**config.mk**
```make
export PLATFORM = sky130hd
export DESIGN_NAME = ring_nic
export DESIGN_NICKNAME = d
export VERILOG_FILES = /design/src/rtl/ring_nic_pkg.sv /design/src/rtl/nic_chan_buf.sv /design/src/rtl/ring_nic.sv
export SDC_FILE = /design/constraint.sdc
export NUM_CORES = 1
export LEC_CHECK = 0
export CAP_MARGIN = 20
export CELL_PAD_IN_SITES_DETAIL_PLACEMENT = 0
export CELL_PAD_IN_SITES_GLOBAL_PLACEMENT = 2
export CORE_MARGIN = 2
export CORE_UTILIZATION = 44
export CTS_CLUSTER_DIAMETER = 200
export DETAILED_ROUTE_END_ITERATION = 8
export DONT_BUFFER_PORTS = 1
export PLACE_DENSITY_LB_ADDON = 0.1
export SYNTH_ARGS = -nofsm -noshare
export SYNTH_HDL_FRONTEND = slang
export SYNTH_SLANG_ARGS = --single-unit
export TNS_END_PERCENT = 100
```
**constraint.sdc**
```tcl
create_clock -name clk -period 15.4 [get_ports clk]
set_input_delay 1.54 -clock clk [delete_from_list [all_inputs] [get_ports clk]]
set_output_delay 1.54 -clock clk [all_outputs]
set_load 0.02 [all_outputs]
```
**src/rtl/ring_nic_pkg.sv**
```systemverilog
// Shared constants for the ring NIC: CPU register map, status-bit placement
// and the default virtual-channel bit position.
package ring_nic_pkg;

  typedef enum logic [1:0] {
    ADDR_IB_DATA = 2'b00,
    ADDR_IB_STAT = 2'b01,
    ADDR_OB_DATA = 2'b10,
    ADDR_OB_STAT = 2'b11
  } nic_addr_t;

  localparam int VC_BIT_DEFAULT = 0;

  // Data buses are numbered [0:W-1]. The full flag sits at index W-1,
  // which is the least significant position of the word.
  function automatic int status_bit(input int data_w);
    return data_w - 1;
  endfunction

endpackage

```
**src/rtl/nic_chan_buf.sv**
```systemverilog
// One-entry packet buffer with a full flag. A load is accepted only while
// the entry is empty; an unload simply releases the entry.
module nic_chan_buf #(
  parameter int DATA_W = 64
) (
  input  logic              clk,
  input  logic              reset,
  input  logic              load,
  input  logic [0:DATA_W-1] load_data,
  input  logic              unload,
  output logic [0:DATA_W-1] data,
  output logic              full
);

  // An empty entry ignores unload, so load wins when both arrive together.
  always_ff @(posedge clk or posedge reset) begin
    if (reset) begin
      data <= '0;
      full <= 1'b0;
    end else if (load && !full) begin
      data <= load_data;
      full <= 1'b1;
    end else if (unload) begin
      full <= 1'b0;
    end
  end

endmodule

```
**src/rtl/ring_nic.sv**
```systemverilog
// Ring network interface: one-entry inbound and outbound buffers exposed to
// the CPU through a four-word register window, injecting on phase match.
module ring_nic
  import ring_nic_pkg::*;
#(
  parameter int DATA_W = 64,
  parameter int VC_BIT = VC_BIT_DEFAULT
) (
  input  logic              clk,
  input  logic              reset,
  input  logic [0:1]        addr,
  input  logic [0:DATA_W-1] d_in,
  output logic [0:DATA_W-1] d_out,
  input  logic              nicEn,
  input  logic              nicWrEn,
  input  logic              net_si,
  output logic              net_ri,
  input  logic [0:DATA_W-1] net_di,
  output logic              net_so,
  input  logic              net_ro,
  output logic [0:DATA_W-1] net_do,
  input  logic              net_polarity
);

  logic [0:DATA_W-1] ib, ob;
  logic              ib_full, ob_full;
  logic              cpu_rd, cpu_wr;
  logic              ib_unload, ob_load;
  logic [0:DATA_W-1] ib_stat, ob_stat;
  nic_addr_t         reg_sel;

  assign reg_sel = nic_addr_t'(addr);
  assign cpu_rd  = nicEn & ~nicWrEn;
  assign cpu_wr  = nicEn & nicWrEn;

  assign net_ri    = ~ib_full;
  assign ib_unload = cpu_rd & (reg_sel == ADDR_IB_DATA);

  // ob_full is sampled before the edge, so a write racing an injection drops.
  assign ob_load = cpu_wr & (reg_sel == ADDR_OB_DATA) & ~ob_full;
  assign net_so  = ob_full & net_ro & (ob[VC_BIT] == net_polarity);
  assign net_do  = ob;

  nic_chan_buf #(.DATA_W(DATA_W)) u_in_chan (
    .clk       (clk),
    .reset     (reset),
    .load      (net_si),
    .load_data (net_di),
    .unload    (ib_unload),
    .data      (ib),
    .full      (ib_full)
  );

  nic_chan_buf #(.DATA_W(DATA_W)) u_out_chan (
    .clk       (clk),
    .reset     (reset),
    .load      (ob_load),
    .load_data (d_in),
    .unload    (net_so),
    .data      (ob),
    .full      (ob_full)
  );

  always_comb begin
    ib_stat = '0;
    ob_stat = '0;
    ib_stat[status_bit(DATA_W)] = ib_full;
    ob_stat[status_bit(DATA_W)] = ob_full;
  end

  always_ff @(posedge clk or posedge reset) begin
    if (reset) begin
      d_out <= '0;
    end else if (cpu_rd) begin
      case (reg_sel)
        ADDR_IB_DATA: d_out <= ib;
        ADDR_IB_STAT: d_out <= ib_stat;
        ADDR_OB_DATA: d_out <= ob;
        ADDR_OB_STAT: d_out <= ob_stat;
        default:      d_out <= d_out;
      endcase
    end
  end

endmodule

```
Word-level counts from Yosys, hierarchy flattened
Cells that the tools add are included.
- flip-flop bits (word level): 194
- reduce and logical (&&, ||, !) cells: 7
- equality and inequality tests: 4
- multiplexer cells: 5
- bitwise operators: 10
- operator list (cell ; number):
    $pmux 64 s4 ; 1
    $and 1x1->1 ; 7
    $eq 2x2->1 const B ; 2
    $mux 1 ; 4
    $reduce_bool 2->1 ; 2
    $not 1->1 ; 3
    $eq 2x1->1 const B ; 1
    $logic_and 1x1->1 ; 2
    $logic_not 1->1 ; 2
    $logic_not 2->1 ; 1
    $eq 1x1->1 ; 1

Logic depth before layout (Yosys ltp)
Gate-level depths: netlist of the first run.
- depth after elaboration: 5
- gate-level depth with buffers: 5
- mapped depth without buffers: 3

Modules after synthesis
Synthesis of the first run repeated with hierarchy kept, for this count alone.
- cell total of the unflattened synthesis: 502
- area total of the unflattened synthesis: 8570.7 µm²
- modules (own cells, without submodules) (module ; cells each ; seq. area each (µm²) ; times used ; area each (µm²)):
    nic_chan_buf ; 140 ; 1626.6 ; 2 ; 2733.9
    ring_nic ; 222 ; 1601.5 ; 1 ; 3103.0

Worst setup path before layout of the first run
No wires, ideal clock.
- path kind: input port to output port
- start: input net_polarity
- end: output net_so
- data arrival time: 1.925 ns
- stages: 2
- setup slack: 11.935 ns
- cells stage by stage: xnor2_1 -> and3_1
- longest elaborated chain between the ends: 2
- ends and longest elaborated chain (item ; line ; text):
    start, declared ; ring_nic.sv:22 ; input logic net_polarity
    $eq 1x1->1 ; ring_nic.sv:41 ; assign net_so = ob_full & net_ro & (ob[VC_BIT] == net_polarity);
    $and 1x1->1 ; ring_nic.sv:41 ;
    end, declared ; ring_nic.sv:19 ; output logic net_so,
Every way passes these cells.

Final worst setup path of the first run
Ends and elaborated chain as after synthesis.

==> metrics.csv, run 1 <==
metric,value,unit
Post-Syn Area,0.00797,sq mm
Initial Utilization,0.447,
Port Buffers,0,
Worst Hold Depth,1,
Mapped Cells,561,
maximum clock insertion buffer count,2,
#FFs+latches synth,194,
# fillers,1554,
crit path DAT,1.95,ns
post-CTS sizing,0,
via count,4327,
crit path buf inv count,0,
setup bufs post-CTS,0,
"area leader, netlist",dfrtp_1,
post-layout net count,688,
Worst Setup End Kind,primary output,
Worst Hold Class,reg -> reg,
DRT iter0 DRCs,156,
launch point of the worst reg-to-reg path,u_in_chan.full,
Highest Clock Rate,286,MHz
most frequent cell after synthesis,dfrtp_1,
sequential fraction of the synthesis area,0.609,
Synth Flop Type,dfrtp_1,
CP Max Fanout,2,
pwr dens,213,mW/mm^2
critical path class,in -> out,
final slew viol count,0,
final hold vios,0,
Area Overhead vs Synth,9.78,%
number of synthesized flops with an enable pin,0,
Vert. Die Dim,139,um
first-pass GRT wire length,28300,um
Tcrit/Tclk final,0.227,
Reg-to-Reg End,u_in_chan.data[26],
setup tns final,0,ns
max incr delay on CP,0.31,ns
IO Pins,267,
worst-skew pair later-pin latency,0.42,ns
Register-to-Register Path Depth,3,
Total Routing Usage GR,0.189,
# setup viols final,0,
First-pass DRT Iterations,4,
clk sinks,194,
number of antenna-violating nets in the routed design,0,
root buf cell,clkbuf_16,
R2R Setup Slk,13.54,ns
DRC,0,
"Avg Cell Area, Syn",14.2,sq um
clock-pin slew of the registers on the worst-case setup and hold paths,0.06,ns
minimum clock period after layout,3.49,ns
P_leak,4.10,nW
Tot Pwr,1.86,mW
largest net degree at the start of global routing,121,
Horiz. Die Dim,139,um
Min-Delay Startpoint,u_in_chan.data[1],
Post-DP HPWL,11300,um
hold endpoint,u_in_chan.data[1],
CTS Buf Count,17,
CTS Hold Bufs,0,
outcome,completed,
Max Clock Skew,0.00820,ns
layout cell share with drive strength beyond 1,0.303,
vias per cell,5.44,
grt total ovfl,0,
largest cells by area after synthesis,"dfrtp_1, mux2_2, mux2_4",
number of synthesis warnings,0,
Syn Nets,698,
top cell type's share of synthesized area,0.609,
vias in the first global route,4801,
post-synth cell types,22,
Worst Path Required,13.86,ns
leading cell types by count after synthesis,"dfrtp_1, mux2_2, mux2i_1, nand2_1, mux2_4",
Slew HR,0.348,
core area,0.0178,sq mm
H-tree levels,4,
fin area,0.00875,sq mm
antenna violations before repair,3,
"Slowest-stage cell, CP",and3_1,
MaxCap Viol Count,0,
final weighted congestion in routability-driven placement,0.742,
Worst path top cell family by delay,simple AND/OR/NAND/NOR gates,
CTS tree,yes,
unrepaired setup endpoints after global routing,false,
die area,0.0192,sq mm
crit-path cells,xnor2_1 > and3_1,
WL/cell,22.3,um
CP startpoint kind,input port,
worst slew pin tran,0.979,ns
row count,49,
placed instance area,0.00811,sq mm
Worst VDD drop,0.114,mV
WL final,17800,um
Synth async-reset ratio,1.00,
## cells by family (layout without fill, tap and decap cells)
kind of cell / count (synthesis) / count (layout) / synth area share
DFF: 194 / 194 / 0.609
AOI/OAI and AO/OA: 65 / 65 / 0.0412
other: 0 / 3 / 0
muxes: 193 / 193 / 0.287
and+or+nand+nor: 70 / 70 / 0.0347
buffers and inverters: 38 / 41 / 0.0262
xor gates and xnor gates: 1 / 1 / 0.00110
## how the worst max path moves through the flow
stage,start,endpoint,slack [ns],depth (start not counted)
final,net_polarity,net_so,11.91,2
after global routing,net_polarity,net_so,11.85,2
after CTS,net_polarity,net_so,11.90,2
after detailed placement,net_polarity,net_so,11.90,2
after global placement,net_polarity,net_so,11.90,2
after floorplan,reset,d_out[0],8.58,1
## registers in the layout, indices dropped and copies added, names as in the netlist
name	cells
u_out_chan.data	64
u_in_chan.data	64
u_out_chan.full	1
u_in_chan.full	1
d_out	64
## report_power, final
group,leakage [nW],total (mW),internal (mW),switching [mW]
Sequential,2.39,1.05,0.721,0.333
Clock,0.290,0.448,0.252,0.196
Combinational,1.42,0.357,0.234,0.123
## metrics by stage
stage,instances,setup WS [ns],utilization,hold WS (ns)
after floorplan,561,8.58,-,0.476
after global placement,760,11.90,0.455,0.489
after detailed placement,760,11.90,0.455,0.495
after CTS,792,11.90,0.488,0.510
after global routing,794,11.85,0.490,0.518
final,796,11.91,0.490,0.505
## final cells by class
type                       instances  area [sq um]  share of cell area
timing repair buffer               6          65.1             0.00744
tap                              229           287              0.0328
multi-input combinational        329          2910               0.333
sequential                       194          4850               0.555
antenna                            3          7.51            0.000858
inverter                           3          18.8             0.00215
clock buffer                      20           457              0.0522
clock inverter                    12           144              0.0165
## cell usage in the layout (no fill, tap or decap), types with 2 or more instances in the layout
master,n
clkbuf_8,2
o21ai_1,20
mux2i_1,63
dfrtp_1,194
inv_8,2
inv_6,4
bufinv_16,2
diode_2,3
mux2_4,49
nand2_1,63
clkinv_4,2
mux2_2,80
o21ai_0,44
clkinvlp_4,2
inv_1,2
buf_4,5
clkbuf_16,17
## per-layer routing
layer	routed length, um	GRT usage
met5	0	0
met3	1640	0.0863
met4	334	0.0564
met1	7230	0.229
met2	8560	0.303
Note: power is estimated with default switching activity, not from simulation.
==> inputs of run 2 (changes only) <==
--- a/config.mk
+++ b/config.mk
@@ -9,7 +9,7 @@
 export CELL_PAD_IN_SITES_DETAIL_PLACEMENT = 0
 export CELL_PAD_IN_SITES_GLOBAL_PLACEMENT = 2
 export CORE_MARGIN = 2
-export CORE_UTILIZATION = 44
+export CORE_UTILIZATION = 41
 export CTS_CLUSTER_DIAMETER = 200
 export DETAILED_ROUTE_END_ITERATION = 8
 export DONT_BUFFER_PORTS = 1
==> constraint.sdc (replaced) <==
create_clock -name clk -period 3.5 [get_ports clk]
set_input_delay 0.35 -clock clk [delete_from_list [all_inputs] [get_ports clk]]
set_output_delay 0.35 -clock clk [all_outputs]
set_load 0.02 [all_outputs]
==> metrics.csv, run 2 (synthesized netlist as in run 1, its figures left out) <==
metric,value,unit,change
Critical path origin,u_out_chan.data[0],,
fin area,0.00876,sq mm,+0.21%
core area,0.0189,sq mm,+5.9%
outcome,completed,,
pwr dens,923,mW/mm^2,+330%
Highest Clock Rate,557,MHz,
CTS Hold Bufs,0,,unchanged
crit path DAT,1.44,ns,-0.51 ns
DRT iter0 DRCs,150,,-3.8%
post-layout net count,690,,+0.29%
worst-skew pair later-pin latency,0.42,ns,about the same
Worst Path Required,3.15,ns,-10.71 ns
# fillers,1753,,+13%
Worst VDD drop,0.428,mV,+280%
largest net degree at the start of global routing,79,,-35%
antenna violations before repair,6,,+3
Tcrit/Tclk final,0.513,,
post-CTS sizing,0,,unchanged
clk sinks,194,,unchanged
IO Pins,267,,unchanged
launch point of the worst reg-to-reg path,u_in_chan.full,,
row count,50,,+2.0%
CTS tree,yes,,
M1 GR Usage,0.217,,-0.0119
setup bufs post-CTS,0,,unchanged
final hold vios,0,,unchanged
layout cell share with drive strength beyond 1,0.307,,+0.00423
worst slew pin tran,0.955,ns,-0.0234 ns
Initial Utilization,0.422,,-0.0249
Area Overhead vs Synth,10.0,%,
CP Max Fanout,4,,+2
Register-to-Register Path Depth,3,,unchanged
GR peak layer,met2,,
Critical Path End,net_so,,
Post-DP HPWL,12300,um,+8.0%
H-tree levels,4,,unchanged
Total Routing Usage GR,0.181,,-0.00765
vias in the first global route,4799,,-0.042%
Horiz. Die Dim,143,um,+3.5%
minimum clock period after layout,1.79,ns,
most frequent cells in the layout,"dfrtp_1, mux2_2, mux2i_1, nand2_1, mux2_4",,
maximum clock insertion buffer count,2,,unchanged
grt total ovfl,0,,unchanged
critical path class,reg -> out,,
"commonest non-fill, non-tap cell in the layout",dfrtp_1,,
placed instance area,0.00819,sq mm,+1.0%
CTS Buf Count,17,,unchanged
footprint of the multi-input gates,0.00291,sq mm,unchanged
Tot Pwr,8.09,mW,+340%
P_leak,4.09,nW,-0.28%
root buf cell,clkbuf_16,,
GR met3 Demand/Resource,0.0880,,+0.00164
clock-pin slew of the registers on the worst-case setup and hold paths,0.07,ns,about the same
vias per cell,5.31,,-2.2%
WL final,18700,um,+5.2%
final weighted congestion in routability-driven placement,0.764,,+2.9%
CP startpoint kind,flip-flop,,
unrepaired setup endpoints after global routing,false,,
Port Buffers,0,,unchanged
first-pass GRT wire length,28000,um,-0.73%
Vert. Die Dim,143,um,+3.5%
Worst Hold Class,in -> async,,
WL/cell,22.6,um,+1.1%
Worst Setup End Kind,primary output,,
die area,0.0206,sq mm,+7.1%
R2R Setup Slk,1.75,ns,-11.79 ns
First-pass DRT Iterations,4,,unchanged
register area,0.00485,sq mm,unchanged
via count,4400,,+1.7%
number of antenna-violating nets in the routed design,0,,unchanged
Largest regs,"d_out x64, u_in_chan.data x64, u_out_chan.data x64",,
Reg-to-Reg End,u_in_chan.data[33],,
Slew HR,0.362,,+0.0143
# setup viols final,0,,unchanged
MaxCap Viol Count,0,,unchanged
M2 GR Usage,0.284,,-0.0188
DRC,0,,unchanged
setup tns final,0,ns,unchanged
Max Clock Skew,0.0103,ns,+0.00213 ns
final slew viol count,0,,unchanged
-- run 2: changes by cell type in the layout (fill, tap and decap cells not counted), sizes merged --
| cell | before | now |
|---|---|---|
| diode | 3 | 2 |
| clkinvlp | 2 | 3 |
| clkinv | 3 | 4 |
| buf | 6 | 8 |
| bufinv | 2 | 0 |
| clkbuf | 20 | 17 |
| inv | 8 | 11 |
-- run 2: routing by layer --
| layer | share of wire | vias up |
|---|---|---|
| met5 | 0.0025 | - |
| met3 | 0.096 | 30 |
| li1 | - | 1938 |
| met2 | 0.48 | 173 |
| met1 | 0.41 | 2251 |
| met4 | 0.018 | 8 |
-- run 2: cell type report --
| cell class | instances | area share |
|---|---|---|
| Sequential cell | 194 | 0.554 |
| Multi-Input combinational cell | 329 | 0.332 |
| Clock buffer | 17 | 0.0485 |
| Tap cell | 260 | 0.0371 |
| Clock inverter | 15 | 0.0161 |
| Timing Repair Buffer | 8 | 0.00971 |
| Inverter | 3 | 0.00171 |
| Antenna cell | 2 | 0.000571 |
-- run 2: critical path, cell delays in order, from the launching register on --
cell and delay (ns):
dfrtp_1 0.51, xnor2_1 0.20, and3_1 0.31
-- run 2: power by group --
part           internal, mW  total [mW]  switching [mW]
Combinational          1.03        1.57           0.538
Clock                 0.949        1.88           0.930
Sequential             3.17        4.65            1.47
Total                  5.15        8.09            2.94
-- run 2: how the worst min path moves through the flow --
stage                                     end                from  cells past startpoint  slack, ns
after detailed placement  u_out_chan.data[30]               reset                      1       0.47
after floorplan            u_in_chan.data[63]  u_in_chan.data[63]                      1       0.48
after CTS                 u_out_chan.data[27]               reset                      1       0.01
final                     u_out_chan.data[29]               reset                      1      0.002
after global placement    u_out_chan.data[30]               reset                      1       0.47
after global routing      u_out_chan.data[57]            d_in[57]                      1       0.03
-- run 2: metrics by stage --
stage	cells	util	hold slack, ns	worst slack, ns
floorplan	561	-	0.476	0.646
global placement	794	0.434	0.468	1.65
detailed placement	794	0.434	0.470	1.60
global route	828	0.464	0.0290	1.64
finish	828	0.464	0.00247	1.71
CTS	826	0.464	0.0111	1.68
==> inputs of run 3 (changes only) <==
--- a/config.mk
+++ b/config.mk
@@ -9,7 +9,7 @@
 export CELL_PAD_IN_SITES_DETAIL_PLACEMENT = 0
 export CELL_PAD_IN_SITES_GLOBAL_PLACEMENT = 2
 export CORE_MARGIN = 2
-export CORE_UTILIZATION = 41
+export CORE_UTILIZATION = 37
 export CTS_CLUSTER_DIAMETER = 200
 export DETAILED_ROUTE_END_ITERATION = 8
 export DONT_BUFFER_PORTS = 1
==> constraint.sdc (replaced) <==
create_clock -name clk -period 1.6 [get_ports clk]
set_input_delay 0.16 -clock clk [delete_from_list [all_inputs] [get_ports clk]]
set_output_delay 0.16 -clock clk [all_outputs]
set_load 0.02 [all_outputs]
==> metrics.csv, run 3 (synthesized netlist as in run 1, its figures left out) <==
metric,value,unit,change
worst-skew pair later-pin latency,0.43,ns,about the same
R2R Setup Slk,0.08,ns,-1.67 ns
Horiz. Die Dim,151,um,+5.1%
Port Buffers,0,,unchanged
outcome,completed,,
launch point of the worst reg-to-reg path,u_out_chan.full,,
clk sinks,194,,unchanged
most frequent cells in the layout,"dfrtp_1, dlygate4sd3_1, mux2_2, mux2i_1, nand2_1",,
Reg-to-Reg End,u_out_chan.data[34],,
vias per cell,4.98,,-6.2%
clock share of power,0.218,,-0.014
Hold Slack,0.0518,ns,+0.0494 ns
Largest regs,"d_out x64, u_in_chan.data x64, u_out_chan.data x64",,
via count,5079,,+15%
core area,0.0211,sq mm,+12%
Initial Utilization,0.378,,-0.0439
P_sw,6.63,mW,+130%
Vert. Die Dim,151,um,+5.1%
CTS Buf Count,17,,unchanged
unrepaired setup endpoints after global routing,false,,
layout cell share with drive strength beyond 1,0.249,,-0.0584
post-CTS sizing,0,,unchanged
crit path DAT,1.83,ns,+0.39 ns
setup tns final,0,ns,unchanged
CP startpoint kind,flip-flop,,
clock-pin slew of the registers on the worst-case setup and hold paths,0.07,ns,about the same
pwr dens,1770,mW/mm^2,+91%
row count,53,,+6.0%
P_leak,4.86,nW,+19%
Cell Int Power,12.1,mW,+140%
final weighted congestion in routability-driven placement,0.728,,-4.7%
Min-Delay Startpoint,addr[0],,
Worst Hold Depth,2,,
# placed instances,820,,+3.3%
IO Pins,267,,unchanged
Max Clock Skew,0.00771,ns,-0.00261 ns
CP Max Fanout,37,,+33
Finished Layout Cells,1019,,+23%
WL final,20700,um,+11%
# setup viols final,0,,unchanged
WL/cell,20.3,um,-9.8%
Area Overhead vs Synth,33.3,%,
number of antenna-violating nets in the routed design,0,,unchanged
die area,0.0227,sq mm,+11%
DRT iter0 DRCs,172,,+15%
combinational power share,0.239,,+0.045
Worst Setup End Kind,flip-flop,,
critical path class,reg -> reg,,
Highest Clock Rate,658,MHz,
CTS tree,yes,,
minimum clock period after layout,1.52,ns,
antenna violations before repair,1,,-5
Worst VDD drop,0.744,mV,+74%
footprint of the multi-input gates,0.00291,sq mm,unchanged
MaxCap Viol Count,0,,unchanged
Total Routing Usage GR,0.188,,+0.00679
maximum clock insertion buffer count,2,,unchanged
hold endpoint,d_out[63],,
worst slew pin tran,0.576,ns,-0.379 ns
DRC,0,,unchanged
First-pass DRT Iterations,4,,unchanged
Worst Hold Class,in -> reg,,
# fillers,1871,,+6.7%
H-tree levels,4,,unchanged
Worst Path Required,1.91,ns,-1.24 ns
Post-DP HPWL,13100,um,+6.8%
largest net degree at the start of global routing,64,,-19%
Flop pwr share,0.542,,-0.032
switching part of the total,0.354,,-0.00985
vias in the first global route,5647,,+18%
Tcrit/Tclk final,0.949,,
final slew viol count,0,,unchanged
register area,0.00485,sq mm,unchanged
final hold vios,0,,unchanged
root buf cell,clkbuf_16,,
Slew HR,0.615,,+0.253
grt total ovfl,0,,unchanged
post-layout net count,867,,+26%
first-pass GRT wire length,32000,um,+14%
Register-to-Register Path Depth,4,,+1
"commonest non-fill, non-tap cell in the layout",dfrtp_1,,
[run 3: changes by cell type in the layout (fill, tap and decap cells not counted)]
cell / before / now
dlygate4sd3_1: 0 / 165
buf_12: 2 / 9
buf_4: 6 / 10
inv_8: 5 / 2
clkbuf_8: 0 / 2
clkinv_2: 0 / 2
buf_16: 0 / 1
clkbuf_1: 0 / 1
clkinv_4: 4 / 3
diode_2: 2 / 1
inv_6: 4 / 3
[run 3: how the worst max path moves through the flow]
stage                     from                   to  slack (ns)  cells after the start
3_5_place_dp   u_out_chan.full  u_out_chan.data[18]        0.11                      4
2_1_floorplan            reset             d_out[0]       -1.06                      1
6_report       u_out_chan.full  u_out_chan.data[34]        0.08                      4
4_1_cts        u_out_chan.full  u_out_chan.data[35]        0.09                      4
5_1_grt        u_out_chan.full  u_out_chan.data[34]       0.002                      4
3_3_place_gp   u_out_chan.full  u_out_chan.data[37]        0.15                      4
[run 3: layer usage]
metal  vias to the layer above  part of all wire  GRT usage
met5                         -                 0          0
met4                         0             0.013     0.0547
met3                        17             0.086     0.0739
met2                       174              0.49      0.309
met1                      2597              0.41      0.229
li1                       2291                 -          -
[run 3: area by class of cell]
class / count / share of cell area
sequential: 194 / 0.457
multi-input combinational: 329 / 0.274
timing repair buffer: 185 / 0.182
clock buffer: 20 / 0.0430
tap: 275 / 0.0324
clock inverter: 12 / 0.00943
inverter: 3 / 0.00141
antenna: 1 / 0.000236
[run 3: through the flow]
step	power, mW	cell area, sq um	utilization	setup slack (ns)
after floorplan	12.7	7970	-	-1.06
after global placement	13.7	8380	0.397	0.147
after detailed placement	13.9	8380	0.397	0.113
after CTS	18.9	10600	0.504	0.0925
after global routing	19.9	10600	0.504	0.00228
final	18.7	10600	0.504	0.0812
[run 3: critical path, cell delays in order (launching register included)]
cell and delay [ns]:
dfrtp_1 0.41, nor2_1 0.10, nand4_1 0.23, buf_12 0.28
mux2_4 0.34
[run 3: power groups by stage]
stage,sequential (mW),combinational (mW),clock (mW)
after floorplan,9.60,3.11,0
after global placement,10.2,3.49,0
after detailed placement,10.3,3.63,0
after CTS,10.2,4.51,4.23
after global routing,10.5,4.95,4.47
final,10.2,4.49,4.09
[run 3: repair_timing]
| action | 4_1_cts | 5_1_grt |
|---|---|---|
| hold buffers | 166 | 0 |
| hold endpoints to repair | 199 | 0 |
| setup buffers | 0 | 0 |
| setup endpoints to repair | 0 | 0 |
